<file path="src/rtl/lane_density_encoder_if.sv">
// lane_density_encoder_if: detector pulses in, density codes, sample strobe and overflow flags out
interface lane_density_encoder_if;
    logic [3:0] car_in;
    logic [3:0] car_out;
    logic [1:0] Sa;
    logic [1:0] Sb;
    logic [1:0] Sc;
    logic [1:0] Sd;
    logic       sample;
    logic [3:0] ovf;
    modport master (output car_in, car_out, input Sa, Sb, Sc, Sd, sample, ovf);
    modport slave  (input car_in, car_out, output Sa, Sb, Sc, Sd, sample, ovf);
endinterface

</file>
<file path="src/rtl/lane_density_encoder.sv">
// lane_density_encoder: saturating per-lane queue counts quantized into 2-bit density codes once per window
module lane_density_encoder #(
    parameter int QW     = 6,
    parameter int WINDOW = 16,
    parameter int TH1    = 4,
    parameter int TH2    = 10,
    parameter int TH3    = 20
) (
    input logic clk,
    input logic rst_n,
    lane_density_encoder_if.slave bus
);
    localparam int WW = $clog2(WINDOW);
    localparam logic [WW-1:0] WLAST = WW'(WINDOW - 1);
    localparam logic [QW-1:0] QMAX = '1;
    logic [WW-1:0] wcnt;
    logic          wrap;
    logic [3:0]    ovf_set;
    logic [1:0]    codes [4];
    assign wrap = wcnt == WLAST;
    for (genvar i = 0; i < 4; i++) begin : g_lane
        logic [QW-1:0] q, q_next;
        logic [1:0]    code, s;
        logic          inc, dec;
        assign inc        = bus.car_in[i] & ~bus.car_out[i];
        assign dec        = bus.car_out[i] & ~bus.car_in[i] & (q != '0);
        assign ovf_set[i] = inc & (q == QMAX);
        assign q_next     = (inc && q != QMAX) ? q + QW'(1) : dec ? q - QW'(1) : q;
        assign code       = (q_next >= QW'(TH3)) ? 2'd3 :
                            (q_next >= QW'(TH2)) ? 2'd2 :
                            (q_next >= QW'(TH1)) ? 2'd1 : 2'd0;
        assign codes[i]   = s;
        always_ff @(posedge clk or negedge rst_n) begin
            if (!rst_n) begin
                q <= '0;
                s <= 2'd0;
            end else begin
                q <= q_next;
                if (wrap) s <= code;
            end
        end
    end
    always_ff @(posedge clk or negedge rst_n) begin
        if (!rst_n) begin
            wcnt       <= '0;
            bus.sample <= 1'b0;
            bus.ovf    <= 4'b0000;
        end else begin
            wcnt       <= wrap ? '0 : wcnt + WW'(1);
            bus.sample <= wrap;
            bus.ovf    <= bus.ovf | ovf_set;
        end
    end
    assign bus.Sa = codes[0];
    assign bus.Sb = codes[1];
    assign bus.Sc = codes[2];
    assign bus.Sd = codes[3];
endmodule

</file>
<file path="src/flat_wrapper.sv">
// flat-port wrapper written by rule: the top's interface ports become plain ports
module lane_density_encoder_flat 
#(
    parameter int QW     = 6,
    parameter int WINDOW = 16,
    parameter int TH1    = 4,
    parameter int TH2    = 10,
    parameter int TH3    = 20
)
  (clk, rst_n, bus_car_in, bus_car_out, bus_Sa, bus_Sb, bus_Sc, bus_Sd, bus_sample, bus_ovf);
  lane_density_encoder_if bus_i ();
  input logic clk;
  input logic rst_n;
  input wire logic [$bits(bus_i.car_in)-1:0] bus_car_in;
  input wire logic [$bits(bus_i.car_out)-1:0] bus_car_out;
  output wire logic [$bits(bus_i.Sa)-1:0] bus_Sa;
  output wire logic [$bits(bus_i.Sb)-1:0] bus_Sb;
  output wire logic [$bits(bus_i.Sc)-1:0] bus_Sc;
  output wire logic [$bits(bus_i.Sd)-1:0] bus_Sd;
  output wire logic [$bits(bus_i.sample)-1:0] bus_sample;
  output wire logic [$bits(bus_i.ovf)-1:0] bus_ovf;
  assign bus_i.car_in = bus_car_in;
  assign bus_i.car_out = bus_car_out;
  assign bus_Sa = bus_i.Sa;
  assign bus_Sb = bus_i.Sb;
  assign bus_Sc = bus_i.Sc;
  assign bus_Sd = bus_i.Sd;
  assign bus_sample = bus_i.sample;
  assign bus_ovf = bus_i.ovf;
  lane_density_encoder #(.QW(QW), .WINDOW(WINDOW), .TH1(TH1), .TH2(TH2), .TH3(TH3)) u_core (.clk(clk), .rst_n(rst_n), .bus(bus_i));
endmodule
</file>
<file path="config.mk">
export PLATFORM = sky130hd
export DESIGN_NAME = lane_density_encoder_flat
export DESIGN_NICKNAME = d
export VERILOG_FILES = /design/src/rtl/lane_density_encoder_if.sv /design/src/rtl/lane_density_encoder.sv /design/src/flat_wrapper.sv
export SDC_FILE = /design/constraint.sdc
export NUM_CORES = 1
export LEC_CHECK = 0
export CAP_MARGIN = 20
export CORE_UTILIZATION = 58
export DETAILED_ROUTE_END_ITERATION = 8
export GPL_TIMING_DRIVEN = 1
export PLACE_DENSITY = 0.83
export SLEW_MARGIN = 5
export SYNTH_ARGS = -nofsm -noshare
export SYNTH_HDL_FRONTEND = slang
export SYNTH_SLANG_ARGS = --single-unit
export TNS_END_PERCENT = 30
</file>
<file path="constraint.sdc">
create_clock -name clk -period 2.9 [get_ports clk]
set_input_delay 0.58 -clock clk [delete_from_list [all_inputs] [get_ports clk]]
set_output_delay 0.58 -clock clk [all_outputs]
set_load 0.01 [all_outputs]
</file>
==> results.yml, run 1 <==
outcome:
  status: "finished clean"
grt:
  grtUsageMet3_pct: 4.07
  grt_use_met1_pct: 33.0
  grt_first_pass_wirelength_um: 9370
  grt_pass1_vias: 2061
  grt_overflow: 0
  top_usage_layer: "met2"
  use_met2_pct: 38.2
  antenna_found_initial: 0
  track_usage_pct: 23.9
  grt_max_degree: 42
sta:
  post-route-min-period_ns: 2.55
  worst_pin_slew_ns: 0.871
  final-hold-violation-count: 0
  finalCritPeriodShare_pct: 87.8
  tns_ns: 0
  fmax_mhz: 393
  slew_headroom_pct: 42.0
  finClkSkew_ns: 0.00872
  maxSlewViolCount: 0
  rsz0062_at_grt: "false"
  setup_viol: 0
power_and_ir_drop:
  ir_drop_mv: 0.574
  netSwitchingFraction_pct: 41.2
  p_switching_mw: 1.15
  p_leak_nw: 1.29
  p_comb_share_pct: 44.0
  total_power_mw: 2.80
  power_frac_clock_pct: 16.6
  p_per_area_nw_per_um2: 931
  internal_power_mw: 1.65
  pwr-share-seq_pct: 39.4
routing:
  detail_route.first_pass.iterations: 5
  wire_per_inst_um: 15.2
  vias_per_cell: 6.19
  drc: 0
  drtAntennaViolNets: 0
  routed_wl_um: 5480
  first_iter_violations: 202
  routed-via-count: 2234
cells_and_area:
  final_layout_size_suffix_gt1_share_pct: 6.15
  fin_util_pct: 68.6
  multiInputGateArea_um2: 1480
  antenna_cells: 0
  fillers: 361
  finalNetCount: 331
  synthToLayoutAreaGrowth_pct: 13.6
  ff_latch_area_um2: 1030
clocking:
  cts_tree: "yes"
  cts.sink_count: 41
  cts_root_buf: "clkbuf_8"
  cts_max_path_buffers: 2
  holdBufCountCts: 0
  cts_max_level: 2
  cts_buffers: 5
  clk_latency_ns: 0.29
  cts_resized: 0
  post-cts-setup-buffers: 0
  clk_pin_slew_ns: 0.08
floorplan:
  start_util_pct: 60.4
  die_area_um2: 4840
  num_rows: 24
  core_area_um2: 4380
  fp.dieH_um: 69.6
  die-width_um: 69.6
  ios: 23
synth:
  dominantRegCellSynth: "dfrtp_1"
  synth_top_area_share_pct: 38.8
  synth.most_common_cell: "dfrtp_1"
  synthCells: 287
  yosysUniqueCellTypes: 66
  yosys-top-cells-area: "dfrtp_1, ha_1, inv_1, xnor2_1, nor2_1"
  ys_seq_area_share_pct: 38.8
  syn_area_um2: 2650
  synth_edf_count: 0
  synth-async-reset-ratio_pct: 100
  syn_nets: 310
  yosys_warnings: 0
  avgSynthCellArea_um2: 9.22
  synth_common_cells: "dfrtp_1, inv_1, nor2_1"
  ys_ff_latch: 41
  yosysTopAreaCell: "dfrtp_1"
worst_setup_path:
  ff2ff_setup_slack_ns: 0.57
  critPathMaxFanout: 7
  critical_path_required_ns: 3.07
  cp-start-kind: "primary input"
  worstPathArrival_ns: 2.72
  reg2reg_to: "u_core.bus.Sc[1]"
  crit_path_start: "bus_car_in[1]"
  crit_type: "primary input to register"
  r2r_cells: 8
  worstReg2RegStart: "u_core.g_lane[2].q[0]"
  end_kind: "register"
place:
  gp_congestion: 0.936
  dp_hpwl_um: 3960
  io_buffers: 22
run:
  drv_cap: 0
min_path:
  min_path_type: "primary input to async pin"
-- layout by cell type (no fill, tap or decap), types with 2 or more instances in the layout --
master / n
dfrtp_1: 41
inv_1: 25
nor2_1: 22
clkdlybuf4s50_1: 21
nand2_1: 14
ha_1: 13
a21oi_1: 12
o21ai_0: 12
xnor2_1: 10
nor2b_1: 8
nand2b_1: 8
a211oi_1: 7
nor3_1: 6
a31oi_1: 6
clkbuf_8: 6
and4_1: 5
and3_1: 5
nand3_1: 5
nor4_1: 4
nor4b_1: 4
o22a_1: 4
and2_1: 4
mux2i_1: 4
or3_1: 4
xor2_1: 3
and3b_1: 3
o22ai_1: 3
o211ai_1: 3
a32o_1: 2
nand3b_1: 2
o21a_1: 2
a311oi_1: 2
o21ai_1: 2
a31o_2: 2
a41o_1: 2
a211o_1: 2
-- power groups by stage --
stage | Sequential (mW) | Clock (mW) | Combinational [mW]
after global placement | 1.10 | 0 | 1.18
after global routing | 1.14 | 0.499 | 1.37
final | 1.10 | 0.465 | 1.23
after floorplan | 0.988 | 0 | 0.955
after detailed placement | 1.11 | 0 | 1.21
after CTS | 1.10 | 0.479 | 1.22
-- per-layer routing --
layer	routed length, um	up-vias
met5	0	-
met1	2600	1074
met2	2600	59
met3	203	6
li1	-	1095
met4	72	0
-- worst max-delay path, stage by stage --
cell	delay, ns
clkdlybuf4s50_1	0.49
or4b_4	0.58
nor2_2	0.13
a211oi_1	0.08
a211oi_2	0.28
inv_2	0.07
or3_1	0.33
o22a_1	0.18
-- per-stage QoR --
| step | std cells | hold slack, ns | setup slack [ns] | cell area, um^2 |
|---|---|---|---|---|
| CTS | 361 | 0.435 | 0.378 | 3010 |
| finish | 361 | 0.401 | 0.354 | 3010 |
| global route | 361 | 0.472 | 0.294 | 3010 |
| global placement | 353 | 0.454 | 0.178 | 2890 |
| detailed placement | 353 | 0.459 | 0.147 | 2890 |
| floorplan | 287 | 0.284 | 0.755 | 2650 |
-- cell families (layout without fill, tap and decap cells) --
family / Yosys count / after routing / synth area share (%)
AO/OA/AOI/OAI: 77 / 77 / 20.7
adder cells (fa/ha/maj): 13 / 13 / 6.14
buffers and inverters: 35 / 57 / 5.39
flip-flops: 41 / 41 / 38.8
AND/OR/NAND/NOR: 104 / 104 / 23.2
multiplexers: 4 / 4 / 1.51
XOR/XNOR: 13 / 13 / 4.30
-- state kept, by name (all words and copies together), names as in the netlist --
name	flops
u_core.bus.Sa	2
u_core.bus.Sb	2
u_core.bus.Sc	2
u_core.bus.Sd	2
u_core.bus.ovf	4
u_core.bus.sample	1
u_core.g_lane.q	24
u_core.wcnt	4
-- worst max path at each step --
stage	depth (start not counted)	slack (ns)	to
after floorplan	7	0.75	u_core.bus.Sb[1]
after global placement	8	0.18	u_core.bus.Sb[1]
after detailed placement	8	0.15	u_core.bus.Sb[1]
after CTS	8	0.38	u_core.bus.Sb[1]
after global routing	8	0.29	u_core.bus.Sb[1]
final	8	0.35	u_core.bus.Sb[1]
-- cell type report --
cell class	instances	share of cell area (%)
well taps	52	2.16
clock buffers	7	2.87
multi-input cells	211	49.2
flip-flops and latches	41	34.1
clock inverters	1	0.999
inverters	26	3.25
repair buffers	23	7.41
(Power assumes the default switching activity.)
==> inputs of run 2 (changes only) <==
--- a/config.mk
+++ b/config.mk
@@ -7,6 +7,7 @@
 export LEC_CHECK = 0
 export CAP_MARGIN = 20
 export CORE_UTILIZATION = 58
+export CTS_CLUSTER_SIZE = 8
 export DETAILED_ROUTE_END_ITERATION = 8
 export GPL_TIMING_DRIVEN = 1
 export PLACE_DENSITY = 0.83
==> results of run 2 <==
The final DEF is identical to that of run 1; final timing and power are the same.
==> patch (settings of run 1) <==
`QW` is set to 6 in 2 places; all go to 8.
--- a/src/rtl/lane_density_encoder.sv
+++ b/src/rtl/lane_density_encoder.sv
@@ -1,6 +1,6 @@
 // lane_density_encoder: saturating per-lane queue counts quantized into 2-bit density codes once per window
 module lane_density_encoder #(
-    parameter int QW     = 6,
+    parameter int QW     = 8,
     parameter int WINDOW = 16,
     parameter int TH1    = 4,
     parameter int TH2    = 10,
--- a/src/flat_wrapper.sv
+++ b/src/flat_wrapper.sv
@@ -1,7 +1,7 @@
 // flat-port wrapper written by rule: the top's interface ports become plain ports
 module lane_density_encoder_flat 
 #(
-    parameter int QW     = 6,
+    parameter int QW     = 8,
     parameter int WINDOW = 16,
     parameter int TH1    = 4,
     parameter int TH2    = 10,
Formal check against the unedited RTL: same outputs for any inputs over 10 cycles, from zero or initial values and one cycle with rst_n low; that may be too few to reach the edited logic, so the function may still have changed.
==> patch against run 1 <==
Routed wire length grew 3.7%. Sequential power is 23% higher. Clock power down 15%. Power grew 9.1%. Worst setup slack worse by 0.26 ns. Register-to-register slack got worse by 0.29 ns. Sequential cell count up 8. Synthesized area rose by 9.3%. Cell area up 14%. Critical path type unchanged. Critical endpoint is now u_core.bus.Sa[0].
==> patch: results (changes against run 1) <==
status: "complete, no violations"
synth_most_common_cell: "dfrtp_1"
antenna_found_initial: 0  # unchanged
synth_compound_area_frac: 0.177  # -0.0301
synth_cell_type_count: 55  # -17%
cts_buffer_depth: 2  # unchanged
clk_latency_ns: 0.31  # +0.02 ns
grt_pass1_wl_microns: 9740  # +4.0%
pwr-share-seq: 0.441  # +0.047
htree_levels: 2  # unchanged
synthTopCellsByCount: "dfrtp_1, inv_1, nor2_1, xnor2_1, xor2_1"
worstPathMaxFanout: 5  # -2
slowest_stage: "or4_4"
internal_power_mw: 1.78  # +8.0%
post_route_cells_drive_above_1_share: 0.132  # +0.0705
path_delay_family: "simple AND/OR/NAND/NOR gates"
track_usage: 0.240  # +0.000805
grt_pass1_vias: 2210  # +7.2%
dr.pass1.iters: 4  # -1
yosys-top-cells-area: "dfrtp_1, ha_1, xnor2_1"
clock_skew_ns: 0.00775  # -0.000970 ns
numCtsBuffers: 5  # unchanged
drt_iter0_drc: 148  # -27%
preCtsSetupSlack_ns: -0.334  # -0.481 ns
arrival_ns: 3.00  # +0.28 ns
slew_headroom: 0.600  # +0.181
nets: 360  # +8.8%
io_buffers: 22  # unchanged
num_vias: 2365  # +5.9%
syn-num-nets: 318  # +2.6%
seq_area_frac_synth: 0.424  # +0.0364
power.leakage_nw: 1.45  # +12%
slowest_delay_ns: 0.52  # -0.06 ns
place.gp.congestion: 0.874  # -6.6%
worstHoldPathType: "in2async"
wirelength_microns: 5680  # +3.7%
clockPowerShare: 0.129  # -0.037
synthMuxAreaShare: 0.0182  # +0.00304
post_synth.cell_area_avg_sq_um: 9.71  # +5.2%
dp_hpwl_microns: 4180  # +5.6%
ys_async_sr_fraction: 1.00  # unchanged
clkTransAtPathRegs_ns: 0.09
instances_no_fill: 408  # +13%
placedCellCount: 400  # +13%
ys_warn_count: 0  # unchanged
yosys.area_share.xor_xnor: 0.0787  # +0.0357
synthAdderAreaFrac: 0.0433  # -0.0182
diodes: 0  # unchanged
top_regs: "u_core.g_lane.q x32, u_core.bus.ovf x4, u_core.wcnt x4"
cts_root_buf: "clkbuf_8"
ir_drop_v: 0.000514  # -10%
grt_start_max_net_pins: 29  # -31%
patch: worst reg2reg max path, cell delays in order (launching register included):
cell and delay (ns):
dfrtp_1 0.42, inv_1 0.10, ha_1 0.17, or3b_2 0.50, o311ai_2 0.27, nor2_1 0.07
o2bb2ai_1 0.14, xor2_1 0.17, or4_1 0.52, o22a_1 0.16
patch: path summary, 6_finish.rpt:
path,start,endpoint,slack (ns),cells past startpoint
worst max register to register,u_core.g_lane[1].q[0],u_core.bus.Sb[1],0.28,9
max in group asynchronous,rst_n,u_core.g_lane[2].q[4],1.95,2
worst max-delay path,bus_car_in[0],u_core.bus.Sa[0],0.1,8
min in group clk,u_core.bus.ovf[3],u_core.bus.ovf[3],0.46,1
worst min-delay path,rst_n,u_core.bus.ovf[0],0.26,1
worst min register to register,u_core.bus.ovf[3],u_core.bus.ovf[3],0.46,1
patch: layer usage:
metal / part of all wire / vias to the layer above / track usage / wire length, microns
met2: 0.46 / 50 / 0.390 / 2630
li1: - / 1173 / - / -
met4: 0.020 / 0 / 0.0937 / 114
met1: 0.48 / 1130 / 0.313 / 2730
met3: 0.035 / 12 / 0.0552 / 200
met5: 0 / - / 0 / 0
patch: repair_timing:
| item | in CTS | in global routing |
|---|---|---|
| hold buffers | 0 | 0 |
| endpoints found under the setup margin | 1 | 2 |
| pin swaps | 0 | 1 |
| resized for setup | 1 | 3 |
| setup buffers | 0 | 0 |
patch: through the flow:
step	instance area (sq um)	power, mW
floorplan	2890	2.21
global placement	3310	2.60
detailed placement	3310	2.65
CTS	3400	3.06
global route	3410	3.29
finish	3410	3.05
patch: layout make-up:
cell class	instances	area, sq um
Fill cell	382	1340
Timing Repair Buffer	43	373
Sequential cell	49	1230
Tap cell	67	83.8
Clock inverter	2	10.0
Multi-Input combinational cell	217	1560
Inverter	24	90.1
Clock buffer	6	72.6
